$ cat src/rtl/uart_pkg.sv
// uart_pkg: shared constants and types for the UART transmit arbiter.
//   - default UART byte width, requester count and idle timeout
//   - FSM state encoding of the arbiter
//   - helpers deriving the grant-id and timeout-counter widths
package uart_pkg;

  localparam int UART_DATA_W  = 8;
  localparam int UART_NUM_REQ = 4;
  localparam int UART_TIMEOUT = 1024;

  typedef enum logic {
    S_IDLE = 1'b0,
    S_XFER = 1'b1
  } uart_arb_state_t;

  // Grant id width; a single requester still gets a 1-bit id.
  function automatic int grant_w(input int num_req);
    return (num_req > 1) ? $clog2(num_req) : 1;
  endfunction

  // Timeout counter width; one spare bit above the limit.
  function automatic int tmo_w(input int timeout);
    return $clog2(timeout) + 1;
  endfunction

  localparam int UART_GRANT_W = grant_w(UART_NUM_REQ);
  localparam int UART_TMO_W   = tmo_w(UART_TIMEOUT);

endpackage

$ cat src/rtl/uart_rr_pick.sv
// uart_rr_pick: combinational round-robin winner search.
// Ports:
//   i_req_valid  per-requester valid
//   i_rr_ptr     last granted requester; search starts one above it
//   o_winner     first valid requester found from (i_rr_ptr+1) upward, wrapping
//   o_any_valid  any requester valid
module uart_rr_pick
  import uart_pkg::*;
#(
  parameter int P_NUM_REQ = UART_NUM_REQ
) (
  input  logic [P_NUM_REQ-1:0]          i_req_valid,
  input  logic [grant_w(P_NUM_REQ)-1:0] i_rr_ptr,
  output logic [grant_w(P_NUM_REQ)-1:0] o_winner,
  output logic                          o_any_valid
);

  localparam int GW = grant_w(P_NUM_REQ);

  // cand_id[j] is the requester at search position j; rot_valid[j] its valid.
  logic [GW-1:0]        cand_id [P_NUM_REQ];
  logic [P_NUM_REQ-1:0] rot_valid;

  genvar gi;
  generate
    for (gi = 0; gi < P_NUM_REQ; gi++) begin : g_cand
      assign cand_id[gi]   = GW'((int'(i_rr_ptr) + 1 + gi) % P_NUM_REQ);
      assign rot_valid[gi] = i_req_valid[cand_id[gi]];
    end
  endgenerate

  // Scan from the far end so the nearest valid position overwrites last.
  always_comb begin
    o_winner = '0;
    for (int j = P_NUM_REQ - 1; j >= 0; j--) begin
      if (rot_valid[j]) begin
        o_winner = cand_id[j];
      end
    end
  end

  assign o_any_valid = |i_req_valid;

endmodule

$ cat src/rtl/uart_tx_arbiter.sv
// uart_tx_arbiter: packet-level round-robin arbiter feeding one UART transmitter.
// One packet is in flight at a time; bytes move through a single output register.
// Ports:
//   i_clk, w_user_rst  clock; asynchronous active-high reset
//   i_req_valid/data/last, o_req_ready  per-requester byte stream
//   o_tx_data, o_tx_valid, i_tx_ready   byte stream to the UART transmitter
//   o_grant_id  current or last granted requester
//   o_busy      high while a packet is granted
//   o_timeout   one-cycle pulse when a stalled packet is aborted
module uart_tx_arbiter
  import uart_pkg::*;
#(
  parameter int P_NUM_REQ    = UART_NUM_REQ,
  parameter int P_DATA_WIDTH = UART_DATA_W,
  parameter int P_TIMEOUT    = UART_TIMEOUT
) (
  input  logic                              i_clk,
  input  logic                              w_user_rst,
  input  logic [P_NUM_REQ-1:0]              i_req_valid,
  input  logic [P_NUM_REQ*P_DATA_WIDTH-1:0] i_req_data,
  input  logic [P_NUM_REQ-1:0]              i_req_last,
  output logic [P_NUM_REQ-1:0]              o_req_ready,
  output logic [P_DATA_WIDTH-1:0]           o_tx_data,
  output logic                              o_tx_valid,
  input  logic                              i_tx_ready,
  output logic [grant_w(P_NUM_REQ)-1:0]     o_grant_id,
  output logic                              o_busy,
  output logic                              o_timeout
);

  localparam int GW = grant_w(P_NUM_REQ);
  localparam int TW = tmo_w(P_TIMEOUT);

  uart_arb_state_t   state_q, state_d;
  logic [GW-1:0]     rr_ptr_q, rr_ptr_d;
  logic [GW-1:0]     grant_q, grant_d;
  logic              tx_valid_q, tx_valid_d;
  logic [P_DATA_WIDTH-1:0] tx_data_q, tx_data_d;
  logic              last_q, last_d;
  logic              timeout_q, timeout_d;
  logic [TW-1:0]     tmo_cnt_q, tmo_cnt_d;

  logic [P_DATA_WIDTH-1:0] req_byte [P_NUM_REQ];
  logic [GW-1:0]     pick_id;
  logic              pick_any;
  logic              xfer_open;
  logic              g_valid, g_last;
  logic              accept, tx_hs, idle_tick;

  // The granted requester may hand over a byte only while the output register is empty.
  assign xfer_open = (state_q == S_XFER) && !tx_valid_q;

  genvar gi;
  generate
    for (gi = 0; gi < P_NUM_REQ; gi++) begin : g_req
      assign req_byte[gi]    = i_req_data[gi*P_DATA_WIDTH +: P_DATA_WIDTH];
      assign o_req_ready[gi] = xfer_open && (grant_q == GW'(gi));
    end
  endgenerate

  assign g_valid   = i_req_valid[grant_q];
  assign g_last    = i_req_last[grant_q];
  assign accept    = xfer_open && g_valid;
  assign tx_hs     = tx_valid_q && i_tx_ready;
  // Only the granted requester's silence is counted, never a downstream stall.
  assign idle_tick = xfer_open && !g_valid;

  uart_rr_pick #(
    .P_NUM_REQ (P_NUM_REQ)
  ) u_rr_pick (
    .i_req_valid (i_req_valid),
    .i_rr_ptr    (rr_ptr_q),
    .o_winner    (pick_id),
    .o_any_valid (pick_any)
  );

  always_comb begin
    state_d    = state_q;
    rr_ptr_d   = rr_ptr_q;
    grant_d    = grant_q;
    tx_valid_d = tx_valid_q;
    tx_data_d  = tx_data_q;
    last_d     = last_q;
    timeout_d  = 1'b0;
    tmo_cnt_d  = tmo_cnt_q;

    case (state_q)
      S_IDLE: begin
        if (pick_any) begin
          grant_d   = pick_id;
          state_d   = S_XFER;
          tmo_cnt_d = '0;
        end
      end
      S_XFER: begin
        // accept, tx_hs and idle_tick are mutually exclusive via tx_valid_q.
        if (accept) begin
          tx_valid_d = 1'b1;
          tx_data_d  = req_byte[grant_q];
          last_d     = g_last;
          tmo_cnt_d  = '0;
        end else if (tx_hs) begin
          tx_valid_d = 1'b0;
          // Ending a packet always passes through S_IDLE, so no same-cycle regrant.
          if (last_q) begin
            rr_ptr_d = grant_q;
            state_d  = S_IDLE;
          end
        end else if (idle_tick) begin
          if (tmo_cnt_q == TW'(P_TIMEOUT - 1)) begin
            timeout_d = 1'b1;
            rr_ptr_d  = grant_q;
            state_d   = S_IDLE;
            tmo_cnt_d = '0;
          end else begin
            tmo_cnt_d = tmo_cnt_q + TW'(1);
          end
        end
      end
      default: begin
        state_d = S_IDLE;
      end
    endcase
  end

  always_ff @(posedge i_clk or posedge w_user_rst) begin
    if (w_user_rst) begin
      state_q    <= S_IDLE;
      rr_ptr_q   <= GW'(P_NUM_REQ - 1);  // requester 0 is searched first
      grant_q    <= '0;
      tx_valid_q <= 1'b0;
      tx_data_q  <= '0;
      last_q     <= 1'b0;
      timeout_q  <= 1'b0;
      tmo_cnt_q  <= '0;
    end else begin
      state_q    <= state_d;
      rr_ptr_q   <= rr_ptr_d;
      grant_q    <= grant_d;
      tx_valid_q <= tx_valid_d;
      tx_data_q  <= tx_data_d;
      last_q     <= last_d;
      timeout_q  <= timeout_d;
      tmo_cnt_q  <= tmo_cnt_d;
    end
  end

  assign o_tx_data  = tx_data_q;
  assign o_tx_valid = tx_valid_q;
  assign o_grant_id = grant_q;
  assign o_busy     = (state_q == S_XFER);
  assign o_timeout  = timeout_q;

endmodule
$ cat config.mk
export PLATFORM = sky130hd
export DESIGN_NAME = uart_tx_arbiter
export DESIGN_NICKNAME = d
export VERILOG_FILES = /design/src/rtl/uart_pkg.sv /design/src/rtl/uart_rr_pick.sv /design/src/rtl/uart_tx_arbiter.sv
export SDC_FILE = /design/constraint.sdc
export NUM_CORES = 1
export LEC_CHECK = 0
export ABC_AREA = 0
export BUFFER_PORTS_ARGS = -buffer_cell sky130_fd_sc_hd__buf_2
export CORE_ASPECT_RATIO = 0.75
export CORE_UTILIZATION = 53
export DETAILED_ROUTE_END_ITERATION = 10
export PLACE_DENSITY = 0.84
export SYNTH_ARGS = -nofsm -noshare
export SYNTH_HDL_FRONTEND = slang
export SYNTH_SLANG_ARGS = --single-unit
$ cat constraint.sdc
create_clock -name i_clk -period 4.9 [get_ports i_clk]
set_input_delay 0.245 -clock i_clk [delete_from_list [all_inputs] [get_ports i_clk]]
set_output_delay 0.245 -clock i_clk [all_outputs]
set_load 0.01 [all_outputs]
==> reports/qor.txt <==
Comb pwr share: 49.0%
Core area: 0.00300 mm^2
Seq. cell area: 678 um^2
# nets final: 252
Yosys warns: 0
Most common cell after layout, fill and taps aside: buf_2
Mapped Cells: 151
1st-iter DRT viols: 77
Syn nets: 195
Nature of the critical path startpoint: flip-flop
Post-DR wirelength/cell: 16.6 um
Sw Share: 40.6%
P_leak: 0.000907 uW
ANT nets after route: 0
IR Drop Worst-Case VDD: 429 uV
Synthesis-to-finish area growth: 20.2%
Int Power: 653 uW
Synthesized cell area: 0.00171 mm^2
DRT Wirelength: 4070 um
Cell type with the largest total area after synthesis: dfrtp_1
Crit path kind: reg -> reg
Number of I/O port buffers: 59
# diodes: 0
Achievable clock frequency: 0.423 GHz
Die ar.: 0.00345 mm^2
Filler cells: 235
CTS Buffer Depth: 2
Tightest Hold Check Type: in -> async
Post-CTS sizing: 0
H-tree levels: 1
Max_slew headroom: 32.8%
Setup ws final: 2540 ps
Detailed Place HPWL: 3120 um
Reg clk slew, reported paths: 100 ps
Setup TNS: 0 ps
Synth unique cells: 46
Row count: 17
Number of global-route vias before repair: 1449
All-Layer GR Usage: 26.0%
Grt ovf: 0
Antenna violations before repair: 0
Vias: 1456
CTS Buf Count: 3
RSZ-0062 raised after global routing: false
Final setup fails: 0
Hold_buf cts: 0
Post-route DRC violation count: 0
Setup Skew: 11.2 ps
Sequential power share: 39.0%
Setup Fix Bufs, Post-CTS: 0
Die X: 67.5 um
Post-route minimum period: 2360 ps
Largest net degree at the start of global routing: 28
Tcrit/Tclk final: 48.2%
Outcome: completed
Area of the multi-input gates: 965 um^2
Mean Syn Cell Area: 11.3 um^2
Worst-case setup slack after placement: 2540 ps
Io pins: 60
Drt first pass iters: 4
Total net switching power: 446 uW
Vias/cell: 5.94
Final hold viol count: 0
Clock sinks: 27
Slew @ Worst Pin: 1010 ps
CP max FO: 18
Element type at the critical path end: flip-flop
Gpl congestion: 0.821
Most frequent cells in the layout: buf_2 (59), dfrtp_1 (25), nand2_1 (14)
Synth Register Bits: 27
Post-synth top area share: 36.7%
Layout cell share with drive strength beyond 1: 46.9%
Sequential fraction of the synthesis area: 39.8%
CTS tree: built
First-pass GRT wire length: 6560 um
Synth area leaders: dfrtp_1 (37%), mux4_2 (12%), mux2_2 (5.9%), o21ai_0 (3.8%), dfstp_2 (3.1%)
Root buffer cell: clkbuf_8
Initial Util: 56.9%
Max-slew violation count: 0
PwrDens: 536 mW/mm^2
Clk Latency, worst-skew pair: 280 ps
Max-cap violations: 0
Die Ht: 51.1 um
Clock power share: 12.0%
Worst endpoint data arrival time: 2550 ps
CP required: 5090 ps
==> stage by stage <==
step | std cells | hold slack, ps | area, um^2 | utilization [%] | power, uW
6_report | 245 | 183 | 2050 | 68.3 | 1100
5_1_grt | 245 | 283 | 2050 | 68.3 | 1180
4_1_cts | 245 | 222 | 2050 | 68.3 | 1100
3_5_place_dp | 241 | 491 | 2000 | 66.7 | 971
3_3_place_gp | 241 | 482 | 2000 | 66.7 | 929
2_1_floorplan | 151 | 296 | 1710 | - | 834
==> sequential cells by signal (all words and copies together) (netlist names) <==
| register | cells |
|---|---|
| o_grant_id | 2 |
| o_timeout | 1 |
| rr_ptr_q | 2 |
| o_tx_data | 8 |
| tmo_cnt_q | 11 |
| last_q | 1 |
| o_tx_valid | 1 |
| o_busy | 1 |
==> kinds of logic (layout without fill, tap and decap cells) <==
group,Yosys count,in the layout,synth area share (%)
buffers and inverters,11,67,3.67
and+or+nand+nor,54,54,18.9
muxes,23,23,22.8
adders and majority gates,1,1,0.734
DFF,27,27,39.8
AOI/OAI and AO/OA,35,35,14.1
==> worst max-delay path, cell delays in order, from the launching register on <==
cell and delay (ps):
dfrtp_1 870, mux2i_4 380, o221ai_2 280, or3_4 480, o31ai_1 260
==> synth_stat cells, drive strengths merged <==
master	number
and3	1
a22oi	1
mux2	11
a21oi	6
and3b	1
nor4	2
o221ai	1
or2	1
and2	3
clkbuf	1
nor3b	2
inv	4
nand3	4
o22ai	1
nor2	11
nor2b	3
o21ai	15
nand4b	1
a22o	1
mux2i	3
or4	2
nand2b	4
or3	1
a31oi	2
ha	1
dfrtp	25
nor3	2
o21a	1
nand2	14
o31ai	5
dfstp	2
buf	6
o41ai	2
nand4	2
mux4	9
==> metal layers <==
metal	vias up	GRT usage (%)	part of all wire, %
li1	677	-	-
met1	723	32.4	43
met4	0	9.93	0.69
met3	4	6.70	5.6
met5	-	0	0
met2	52	42.9	50
==> layout make-up <==
cell class	count	share of cell area [%]
clock buffers	3	2.01
repair buffers	59	14.4
multi-input cells	113	47.1
flip-flops and latches	27	33.1
well taps	38	2.32
inverters	4	0.733
clock inverters	1	0.366
==> power by group through the flow <==
stage / registers, uW / clock network, uW / logic (uW)
after floorplan: 385 / 0 / 448
after global placement: 419 / 0 / 510
after detailed placement: 431 / 0 / 540
after CTS: 427 / 133 / 540
after global routing: 444 / 143 / 589
final: 429 / 132 / 539
==> final timing paths <==
path | startpoint | endpoint | slack [ps] | cells after the start
worst max-delay path | o_grant_id[1] | tmo_cnt_q[7] | 2540 | 4
worst min-delay path | w_user_rst | tmo_cnt_q[0] | 180 | 2
worst max register to register | o_grant_id[1] | tmo_cnt_q[7] | 2540 | 4
worst min register to register | o_tx_data[0] | o_tx_data[0] | 510 | 1
max in group asynchronous | w_user_rst | tmo_cnt_q[9] | 4100 | 2
min in group i_clk | i_tx_ready | o_tx_valid | 280 | 4
Note: power is estimated with default switching activity, not from simulation.
